==> config.mk <==
export PLATFORM = sky130hd
export DESIGN_NAME = dma_reg_slave
export DESIGN_NICKNAME = d
export VERILOG_FILES = /design/src/rtl/dma_reg_slave.sv
export SDC_FILE = /design/constraint.sdc
export NUM_CORES = 1
export LEC_CHECK = 0
export ABC_AREA = 0
export BUFFER_PORTS_ARGS = -buffer_cell sky130_fd_sc_hd__buf_4
export CAP_MARGIN = 20
export CORE_UTILIZATION = 30
export DETAILED_ROUTE_END_ITERATION = 8
export SYNTH_ARGS = -nofsm -noshare
export SYNTH_HDL_FRONTEND = slang
export SYNTH_SLANG_ARGS = --single-unit
export TNS_END_PERCENT = 20
==> constraint.sdc <==
create_clock -name clk -period 2 [get_ports clk]
set_clock_uncertainty 0.2 [all_clocks]
set_input_delay 0.1 -clock clk [delete_from_list [all_inputs] [get_ports clk]]
set_output_delay 0.1 -clock clk [all_outputs]
set_load 0.02 [all_outputs]
==> src/rtl/dma_reg_slave.sv <==
// dma_reg_slave: register-file target for the DMA control bus.
// Holds the DMA programming registers and a word-count transfer engine
// (IDLE/RUN) that reports busy/done status and a level interrupt.
// Optional feature: define DMA_REG_ABORT_EN to enable the CTRL[2] abort pulse.
//
// state  | meaning
// -------+-------------------------------------------------
// S_IDLE | engine stopped, waiting for a start write
// S_RUN  | transfer in progress, COUNT decrements each cycle

module dma_reg_slave #(
    parameter logic [31:0] BASE_ADDR = 32'h0000_0000,
    parameter logic [31:0] ID_VALUE  = 32'h444D_4101
) (
    input  logic        clk,
    input  logic        rst_n,
    input  logic        wr_en,
    input  logic        rd_en,
    input  logic [31:0] addr,
    input  logic [31:0] wdata,
    output logic [31:0] rdata,
    output logic        intr,
    output logic        busy
);

    typedef enum logic {
        S_IDLE = 1'b0,
        S_RUN  = 1'b1
    } state_t;

    localparam logic [5:0] W_CTRL   = 6'h00;
    localparam logic [5:0] W_STATUS = 6'h01;
    localparam logic [5:0] W_SRC    = 6'h02;
    localparam logic [5:0] W_DST    = 6'h03;
    localparam logic [5:0] W_LEN    = 6'h04;
    localparam logic [5:0] W_COUNT  = 6'h05;
    localparam logic [5:0] W_ID     = 6'h06;

    state_t      state_q;
    state_t      state_d;

    logic        intr_en_q;
    logic        intr_en_d;
    logic        done_q;
    logic        done_d;
    logic        err_q;
    logic        err_d;
    logic        aborted_q;
    logic        aborted_d;
    logic [31:0] src_q;
    logic [31:0] dst_q;
    logic [15:0] len_q;
    logic [15:0] count_q;
    logic [31:0] rdata_q;
    logic        intr_q;

    logic        hit;
    logic [5:0]  word;
    logic        wr_ctrl;
    logic        wr_status;
    logic        wr_src;
    logic        wr_dst;
    logic        wr_len;
    logic        start_req;
    logic        abort_req;
    logic        go_start;
    logic        zero_start;
    logic        finish;
    logic        abort_hit;
    logic [31:0] rd_val;

    // addr[1:0] carries no meaning on a word-aligned bus
    logic        unused_addr_lsb;
    assign unused_addr_lsb = ^addr[1:0];

    // address decode and write strobes
    always_comb begin
        hit       = (addr[31:8] == BASE_ADDR[31:8]);
        word      = addr[7:2];
        wr_ctrl   = wr_en && hit && (word == W_CTRL);
        wr_status = wr_en && hit && (word == W_STATUS);
        wr_src    = wr_en && hit && (word == W_SRC);
        wr_dst    = wr_en && hit && (word == W_DST);
        wr_len    = wr_en && hit && (word == W_LEN);
        start_req = wr_ctrl && wdata[0];
`ifdef DMA_REG_ABORT_EN
        // a combined start+abort write is treated as a start only
        abort_req = wr_ctrl && wdata[2] && !wdata[0];
`else
        abort_req = 1'b0;
`endif
    end

    // FSM state register
    always_ff @(posedge clk or negedge rst_n) begin
        if (!rst_n) begin
            state_q <= S_IDLE;
        end else begin
            state_q <= state_d;
        end
    end

    // FSM next-state logic
    always_comb begin
        state_d = state_q;
        case (state_q)
            S_IDLE: begin
                if (start_req && (len_q != 16'd0)) begin
                    state_d = S_RUN;
                end
            end
            S_RUN: begin
                if (abort_req || (count_q == 16'd1)) begin
                    state_d = S_IDLE;
                end
            end
            default: state_d = S_IDLE;
        endcase
    end

    // FSM outputs: engine events consumed by the register datapath
    always_comb begin
        busy       = (state_q == S_RUN);
        go_start   = (state_q == S_IDLE) && start_req && (len_q != 16'd0);
        zero_start = (state_q == S_IDLE) && start_req && (len_q == 16'd0);
        abort_hit  = (state_q == S_RUN) && abort_req;
        finish     = (state_q == S_RUN) && (count_q == 16'd1) && !abort_req;
    end

    // next values of status/control bits; set events override W1C clears
    always_comb begin
        intr_en_d = wr_ctrl ? wdata[1] : intr_en_q;

        done_d = done_q;
        if (wr_status && wdata[1]) done_d = 1'b0;
        if (go_start)              done_d = 1'b0;
        if (zero_start || finish)  done_d = 1'b1;

        err_d = err_q;
        if (wr_status && wdata[2]) err_d = 1'b0;
        if (go_start)              err_d = 1'b0;
        if (zero_start)            err_d = 1'b1;

`ifdef DMA_REG_ABORT_EN
        aborted_d = aborted_q;
        if (wr_status && wdata[3]) aborted_d = 1'b0;
        if (go_start)              aborted_d = 1'b0;
        if (abort_hit)             aborted_d = 1'b1;
`else
        aborted_d = 1'b0;
`endif
    end

    // programming registers, status bits and the interrupt flop
    always_ff @(posedge clk or negedge rst_n) begin
        if (!rst_n) begin
            intr_en_q <= 1'b0;
            done_q    <= 1'b0;
            err_q     <= 1'b0;
            aborted_q <= 1'b0;
            src_q     <= 32'd0;
            dst_q     <= 32'd0;
            len_q     <= 16'd0;
            intr_q    <= 1'b0;
        end else begin
            intr_en_q <= intr_en_d;
            done_q    <= done_d;
            err_q     <= err_d;
            aborted_q <= aborted_d;
            intr_q    <= done_d && intr_en_d;
            if (wr_src && !busy) src_q <= wdata;
            if (wr_dst && !busy) dst_q <= wdata;
            if (wr_len && !busy) len_q <= wdata[15:0];
        end
    end

    // remaining-word counter; on abort it takes this cycle's decrement then holds
    always_ff @(posedge clk or negedge rst_n) begin
        if (!rst_n) begin
            count_q <= 16'd0;
        end else if (go_start) begin
            count_q <= len_q;
        end else if (busy) begin
            count_q <= count_q - 16'd1;
        end
    end

    // read mux; unmapped offsets and base misses return zero
    always_comb begin
        rd_val = 32'd0;
        if (hit) begin
            case (word)
                W_CTRL:   rd_val = {30'd0, intr_en_q, 1'b0};
                W_STATUS: rd_val = {28'd0, aborted_q, err_q, done_q, busy};
                W_SRC:    rd_val = src_q;
                W_DST:    rd_val = dst_q;
                W_LEN:    rd_val = {16'd0, len_q};
                W_COUNT:  rd_val = {16'd0, count_q};
                W_ID:     rd_val = ID_VALUE;
                default:  rd_val = 32'd0;
            endcase
        end
    end

    // registered read data, held while rd_en is low
    always_ff @(posedge clk or negedge rst_n) begin
        if (!rst_n) begin
            rdata_q <= 32'd0;
        end else if (rd_en) begin
            rdata_q <= rd_val;
        end
    end

    assign rdata = rdata_q;
    assign intr  = intr_q;

endmodule
== After elaboration in Yosys (flattened, before gate mapping) ==
Index checks and enable logic that the tools add are counted.

* Bitwise gates (word level): 1
* Equality and inequality tests: 7
* Div/mod/pow operators: 0
* Reduce and logical (&&, ||, !) cells: 26
* Order comparisons: 0
* Add/subtract/negate cells: 1
* Shift-type cells: 0
* $mul: 0
* Mux-type cells: 14

{| class="wikitable"
|+ Operator list
! cell !! count
|-
| $pmux 32 s7 || 1
|-
| $mux 16 || 2
|-
| $mux 32 || 1
|-
| $logic_not 24->1 || 1
|-
| $eq 6x3->1 const B || 3
|-
| $logic_and 1x1->1 || 18
|-
| $eq 16x1->1 const B || 1
|-
| $logic_not 16->1 || 1
|-
| $reduce_bool 16->1 || 1
|-
| $sub 16x1->16 const B || 1
|-
| $eq 6x2->1 const B || 2
|-
| $mux 1 || 9
|-
| $eq 6x1->1 const B || 1
|-
| $logic_not 6->1 || 1
|-
| $reduce_bool 3->1 || 1
|-
| $pmux 1 s2 || 1
|-
| $reduce_bool 2->1 || 1
|-
| $logic_not 1->1 || 1
|-
| $logic_or 1x1->1 || 1
|-
| $not 1->1 || 1
|}

* Bits in writable memories: 0
* Bits in latches: 0
* Output and inout port bits: 34
* Input bits: 68
* Memories: 0
* Word-level logic and storage cells: 59
* Bits in read-only memories: 0
* Register bits after elaboration: 133

== Depth between registers and ports, before layout ==
Gate-level depths: netlist (run 1).

* Depth in word-level cells: 9
* Gate-level depth with buffers: 8
* Mapped depth without buffers: 7

== Worst setup path before layout (run 1) ==
OpenSTA, ideal clock, no wires.

* Path type: register to register
* Start: reg state_q (netlist: busy)
* End: reg count_q[5]
* Setup time: 0.124 ns
* Buffers on the path: 1
* Arrival: 1.776 ns
* Required time: 1.676 ns
* Clock period less this slack: 2.100 ns
* Stages on the path, launching flop included: 7
* Path slack: -0.100 ns
* Path through: dfrtp_1 -> buf_2 -> or4b_1 -> or2_2 -> o21ai_0 -> nor2_1 -> a211o_1

* Cells in the longest elaborated chain, start to end: 4
* Elaborated cells on any way between the ends: 5
* Classes of those cells: mux (1); bitwise (1); reduce/logical (3)

{| class="wikitable"
|+ Ends and longest elaborated chain
! element !! line !! text
|-
| start: declaration || 39 || <nowiki>state_t state_q;</nowiki>
|-
| start signal: assignment || 99 || <nowiki>state_q <= state_d;</nowiki>
|-
| $not 1->1 || n/a ||
|-
| $logic_and 1x1->1 (2 in series) || 124 || <nowiki>go_start = (state_q == S_IDLE) && start_req && (len_q != 16'd0);</nowiki>
|-
| $mux 16 or $reduce_bool 2->1 (tied branches) || n/a ||
|-
| end signal: assignment || 182 || <nowiki>count_q <= len_q;</nowiki>
|-
| end signal: assignment || 184 || <nowiki>count_q <= count_q - 16'd1;</nowiki>
|-
| end: declaration || 53 || <nowiki>logic [15:0] count_q;</nowiki>
|}

Parallel ways exist; a longest one is shown, timed or not.
A chain may end at the register's enable or synchronous reset.

== Worst setup path after layout (run 1) ==
Same ends and word-level chain as after synthesis.

==> reports/results.tsv, run 1 <==
metric	value	unit
status	finished, violations left	
violations	negative setup slack	
vias	5017	
critical_path.startpoint_type	flop	
synthFlopType	dfrtp_1	
insertion_delay	410	ps
ys_types	52	
final_util	0.450	
diodes	0	
worst_slew_pin_slew	824	ps
wl_per_cell	18.0	um
h-tree-depth	4	
synth_area	0.00609	mm^2
p_leak	4.37	nW
yosys.area.top_type	dfrtp_1	
grt_max_degree	87	
pwr-share-seq	0.449	
fp.dieH	144	um
cts_tree	done	
wl	17700	um
num_io_pins	102	
antenna_left	0	
finalWeightedCongestion	0.835	
relSlewSlack	0.449	
crit_path_start	busy$_DFF_PN0_	
dpl.hpwl	11800	um
synth_edf_count	0	
antenna_found_initial	0	
syn_nets	557	
portBuffers	99	
dieArea	0.0209	mm^2
dp_slack	-385	ps
ir_drop	0.000453	V
crit_arrival	2210	ps
drive_gt1_frac	0.429	
overflow	0	
clockBufferDepth	2	
row_count	51	
grt_pass1_vias	5390	
nets	773	
crit_fanout	18	
grt_usage	0.174	
chipWidth	144	um
netSwitchingFraction	0.225	
synth_area_leaders	dfrtp_1, mux2_2, mux2_1	
yosysWarningCount	0	
finalSetupViolCount	10	
clkPwrFrac	0.499	
synth-seq-area-share	0.547	
combPwrFrac	0.052	
max_freq	473	MHz
final_max_slew_viol_count	0	
fp.coreArea	0.0197	mm^2
crit_type	reg -> reg	
root_buffer	clkbuf_16	
synth_area_per_cell	12.5	um^2
fin_worst_hold_slack	28.5	ps
syn_to_final_growth	45.5	%
start_util	0.310	
first_pass_iters	5	
drv_cap	0	
cellPowerDensity	677	mW/mm^2
required	2090	ps
cts.sinks	133	
r2r_start	busy$_DFF_PN0_	
finalCritPeriodShare	1.06	
syn_inst	487	
ys_ff_latch	133	
setup-tns-final	-655	ps
dr.first_iter.drc_count	381	
min_path_type	in -> reg	
p_sw	0.00135	W
viasPerCell	5.11	
p_int	0.00464	W
period_needed	2120	ps
grt_pass1_wl	27800	um
crit_path_end_kind	flop	
worst_slack	-115	ps
clk_pin_slew_worst_paths	60	ps
yosysTopAreaCellShare	0.547	
cts_made_buffers	17	
rsz0062_at_grt	true	
drc_errors	0	
finalHoldViolations	0	
synthArstFlopShare	1.00	
min_from	addr[6]	
cell families (layout without fill, tap and decap cells):
family	after synthesis	in the layout	share of synthesized area
AOI/OAI and AO/OA	118	118	0.149
xor gates and xnor gates	3	3	0.00432
adders and majority gates	2	2	0.00411
buffers and inverters	40	269	0.0339
DFF	133	133	0.547
muxes	87	87	0.160
and+or+nand+nor	104	104	0.102
worst max-delay path: stages (launching register included):
cell     delay (ps)
dfrtp_2         370
buf_6           190
or4b_1          490
or2_2           310
o21ai_0         150
nor2_1           60
a211o_1         220
placed cells by master (no fill, tap or decap), types with 4 or more instances in the layout:
cell type,instances
a22oi_1,13
dlygate4sd3_1,35
o2bb2ai_1,18
a21o_1,16
nor2_1,14
nand3_1,5
mux2_1,33
mux2i_1,6
a211o_1,6
inv_6,4
a21oi_1,16
inv_1,7
dfrtp_1,132
mux2_4,4
a221oi_1,9
or3_1,4
nor4_1,5
clkbuf_16,17
nor4_2,6
nand2_1,27
buf_4,183
o21ai_0,7
a222oi_1,13
buf_12,8
mux2_2,44
nor3_1,9
cell usage after synthesis (3+ instances only):
master     instances
or4_1              3
a222oi_1          13
a221oi_1           9
nand2_1           29
a22oi_1           13
inv_1              8
buf_6              3
clkbuf_1           6
mux2_2            44
a221o_1            3
a21oi_1           16
nor3_1            10
nor4_1             8
or3_1              5
o2bb2ai_1         18
mux2i_1            6
xnor2_1            3
o31ai_1            3
a211o_1            6
nor2_1            16
nor4_2             6
dfrtp_1          133
o21ai_0            8
a21o_1            16
a22o_1             3
nand3_1            5
mux2_1            37
buf_2             20
nand4_1            3
power by group through the flow:
stage	logic (W)	clock network (W)	registers, W
6_report	0.000312	0.00299	0.00269
5_1_grt	0.000340	0.00318	0.00269
4_1_cts	0.000315	0.00306	0.00269
3_5_place_dp	0.000256	0	0.00274
3_3_place_gp	0.000248	0	0.00274
2_1_floorplan	0.0000393	0	0.00274
state kept, by name (all words and copies together), names as in the netlist, 16 cells and up:
name / count
rdata: 32
count_q: 16
dst_q: 32
src_q: 32
len_q: 16
final cells by class:
type / count / area [um^2]
fill: 1818 / 10800
sequential: 133 / 3330
multi-input combinational: 314 / 2670
timing repair buffer: 229 / 1920
clock buffer: 19 / 453
tap: 265 / 332
clock inverter: 13 / 124
inverter: 8 / 30.0
metrics by stage:
stage / total power [W] / cells / area (um^2)
floorplan: 0.00278 / 487 / 6100
CTS: 0.00606 / 980 / 8780
finish: 0.00600 / 981 / 8850
global route: 0.00621 / 981 / 8850
global placement: 0.00299 / 911 / 7790
detailed placement: 0.00300 / 911 / 7790
per-layer routing:
layer / up-vias / share of wire / global-route usage
met4: 0 / 0.022 / 0.0643
met2: 137 / 0.49 / 0.293
met1: 2568 / 0.45 / 0.219
met5: - / 0 / 0
li1: 2284 / - / -
met3: 28 / 0.042 / 0.0358
final timing paths:
path / slack [ps] / cells past startpoint / end
setup / recovery: -120 / 6 / count_q[5]$_DFFE_PN0P_
hold / removal: 30 / 6 / done_q$_DFF_PN0_
setup reg to reg: -120 / 6 / count_q[5]$_DFFE_PN0P_
hold reg to reg: 280 / 1 / rdata[14]$_DFFE_PN0P_
max in group asynchronous: 260 / 3 / busy$_DFF_PN0_
min in group asynchronous: 70 / 3 / rdata[4]$_DFFE_PN0P_
what timing repair did:
| action | CTS | global route |
|---|---|---|
| setup endpoints to repair | 18 | 47 |
| gates resized for setup | 11 | 17 |
| hold endpoints to repair | 217 | 0 |
| setup buffers | 5 | 1 |
| pin swaps | 10 | 6 |
| hold buffers | 35 | 0 |
Note: power is estimated with default switching activity, not from simulation.
==> inputs of run 2 (changes only) <==
- PLACE_DENSITY_LB_ADDON: not set -> 0.12
==> reports/results.tsv, run 2 (synthesized netlist as in run 1, its figures left out) <==
metric	value	unit	change
status	finished, violations left		
violations	negative hold slack, negative setup slack		
diodes	0		unchanged
min_path_type	in -> async		
fin_area	0.00899	mm^2	+1.6%
clockBufferDepth	2		unchanged
root_buffer	clkbuf_16		
p_leak	4.48	nW	+2.6%
use_met3	0.0338		-0.00199
netSwitchingFraction	0.212		-0.0137
overflow	0		unchanged
layout.cells.most_common	buf_4		
place_area	0.00781	mm^2	+0.27%
start_util	0.310		unchanged
insertion_delay	420	ps	about the same
final_max_slew_viol_count	0		unchanged
grt_pass1_wl	28100	um	+0.92%
fp.dieH	144	um	unchanged
cts_tree	done		
critical_path.startpoint_type	flop		
final_cell_mix	buf_4, dfrtp_1, mux2_2		
period_needed	2130	ps	+18.1 ps
cellPowerDensity	689	mW/mm^2	+1.8%
fp.coreArea	0.0197	mm^2	unchanged
pwr-share-seq	0.434		-0.015
cts_made_buffers	17		unchanged
rsz0062_at_grt	true		
cts.sinks	133		unchanged
reg2reg_setup_slack	-130	ps	-20 ps
dr.first_iter.drc_count	229		-40%
dp_cells	920		+0.99%
r2r_start	count_q[8]$_DFFE_PN0P_		
grt_busiest_layer	met2		
grt_pass1_vias	5091		-5.5%
grt_usage	0.180		+0.00610
ir_drop	0.000583	V	+29%
num_io_pins	102		unchanged
chipWidth	144	um	unchanged
r2r_cells	5		-1
antenna_found_initial	0		unchanged
required	2100	ps	about the same
fin_worst_hold_slack	-10.6	ps	-39.2 ps
drc_errors	0		unchanged
crit_fanout	4		-14
p_int	0.00488	W	+5.2%
p_total	0.00620	W	+3.4%
clk_pin_slew_worst_paths	60	ps	about the same
finalWeightedCongestion	0.825		-1.2%
final_cell_count_no_fill	993		+1.2%
grtUsageMet1	0.239		+0.0200
clkPwrFrac	0.515		+0.016
dpl.hpwl	12300	um	+4.4%
worst_r2r_endpoint	count_q[12]$_DFFE_PN0P_		
worst_slack	-134	ps	-18.1 ps
viasPerCell	5.00		-2.3%
grt_use_met2	0.296		+0.00228
final_util	0.457		+0.00700
grt_max_degree	49		-44%
dieArea	0.0209	mm^2	unchanged
crit_path_end_kind	flop		
row_count	51		unchanged
crit_type	reg -> reg		
finalHoldViolations	2		+2
finalSetupViolCount	7		-3
max_freq	469	MHz	-0.85%
crit_arrival	2240	ps	+30 ps
first_pass_iters	9		+4
finalCritPeriodShare	1.07		+0.00903
wl_per_cell	17.9	um	-0.88%
vias	4962		-1.1%
drive_gt1_frac	0.435		+0.00667
wl	17700	um	+0.33%
drv_cap	0		unchanged
portBuffers	99		unchanged
worst_slew_pin_slew	493	ps	-331 ps
combPwrFrac	0.051		about the same
nets	785		+1.6%
relSlewSlack	0.671		+0.222
p_sw	0.00131	W	-2.9%
syn_to_final_growth	47.7	%	
antenna_left	0		unchanged
h-tree-depth	4		unchanged
==> run 2: changes by cell type in the layout (fill, tap and decap cells not counted), moves of 3 or more <==
cell	change
mux2_1	+4
o21ai_1	+5
mux2_4	-4
buf_12	-3
o21ai_0	-4
inv_6	-3
buf_6	+4
buf_4	+10
==> run 2: worst max path at each step <==
stage / slack (ps) / endpoint / from / depth (start not counted)
after global placement: -390 / count_q[15]$_DFFE_PN0P_ / addr[9] / 7
after CTS: -120 / count_q[14]$_DFFE_PN0P_ / len_q[8]$_DFFE_PN0P_ / 8
final: -130 / count_q[12]$_DFFE_PN0P_ / count_q[8]$_DFFE_PN0P_ / 5
after floorplan: -30 / count_q[12]$_DFFE_PN0P_ / count_q[11]$_DFFE_PN0P_ / 5
after detailed placement: -460 / count_q[15]$_DFFE_PN0P_ / addr[9] / 7
after global routing: -170 / count_q[12]$_DFFE_PN0P_ / count_q[3]$_DFFE_PN0P_ / 5
==> run 2: cell type report <==
type / instances / area, um^2
inverter: 8 / 30.0
tap: 265 / 332
clock buffer: 20 / 457
timing repair buffer: 241 / 1990
fill: 1851 / 10700
clock inverter: 12 / 153
sequential: 133 / 3330
multi-input combinational: 314 / 2700
==> run 2: power by group through the flow <==
stage,clock (W),sequential (W),combinational (W)
final,0.00319,0.00269,0.000316
after global routing,0.00342,0.00269,0.000347
after CTS,0.00329,0.00269,0.000324
after detailed placement,0,0.00274,0.000266
after global placement,0,0.00274,0.000263
after floorplan,0,0.00274,0.0000393
==> run 2: worst max-delay path: stages (launching register included) <==
cell     delay, ps
dfrtp_1        420
or3_4          420
or4b_4         500
xnor2_2        140
a22o_1         190
a21o_1         150
==> run 2: metal layers <==
metal | wire [um] | share of wire
met1 | 8250 | 0.47
met2 | 8560 | 0.48
met3 | 763 | 0.043
met4 | 173 | 0.0097
met5 | 0 | 0
==> run 2: repair_timing <==
| item | CTS | global route |
|---|---|---|
| hold endpoints to repair | 217 | 0 |
| hold buffers | 36 | 0 |
| gates cloned | 1 | 0 |
| setup endpoints to repair | 18 | 35 |
| setup buffers | 1 | 5 |
| gates resized for setup | 15 | 27 |
| pin swaps | 6 | 12 |
==> run 2: per-stage QoR <==
step / setup TNS, ps / setup slack (ps) / hold WS, ps
2_1_floorplan: -246 / -26.5 / -396
3_3_place_gp: -14000 / -392 / -109
3_5_place_dp: -16250 / -463 / -118
4_1_cts: -1050 / -122 / 3.39
5_1_grt: -1520 / -172 / 20.2
6_report: -408 / -134 / -10.6
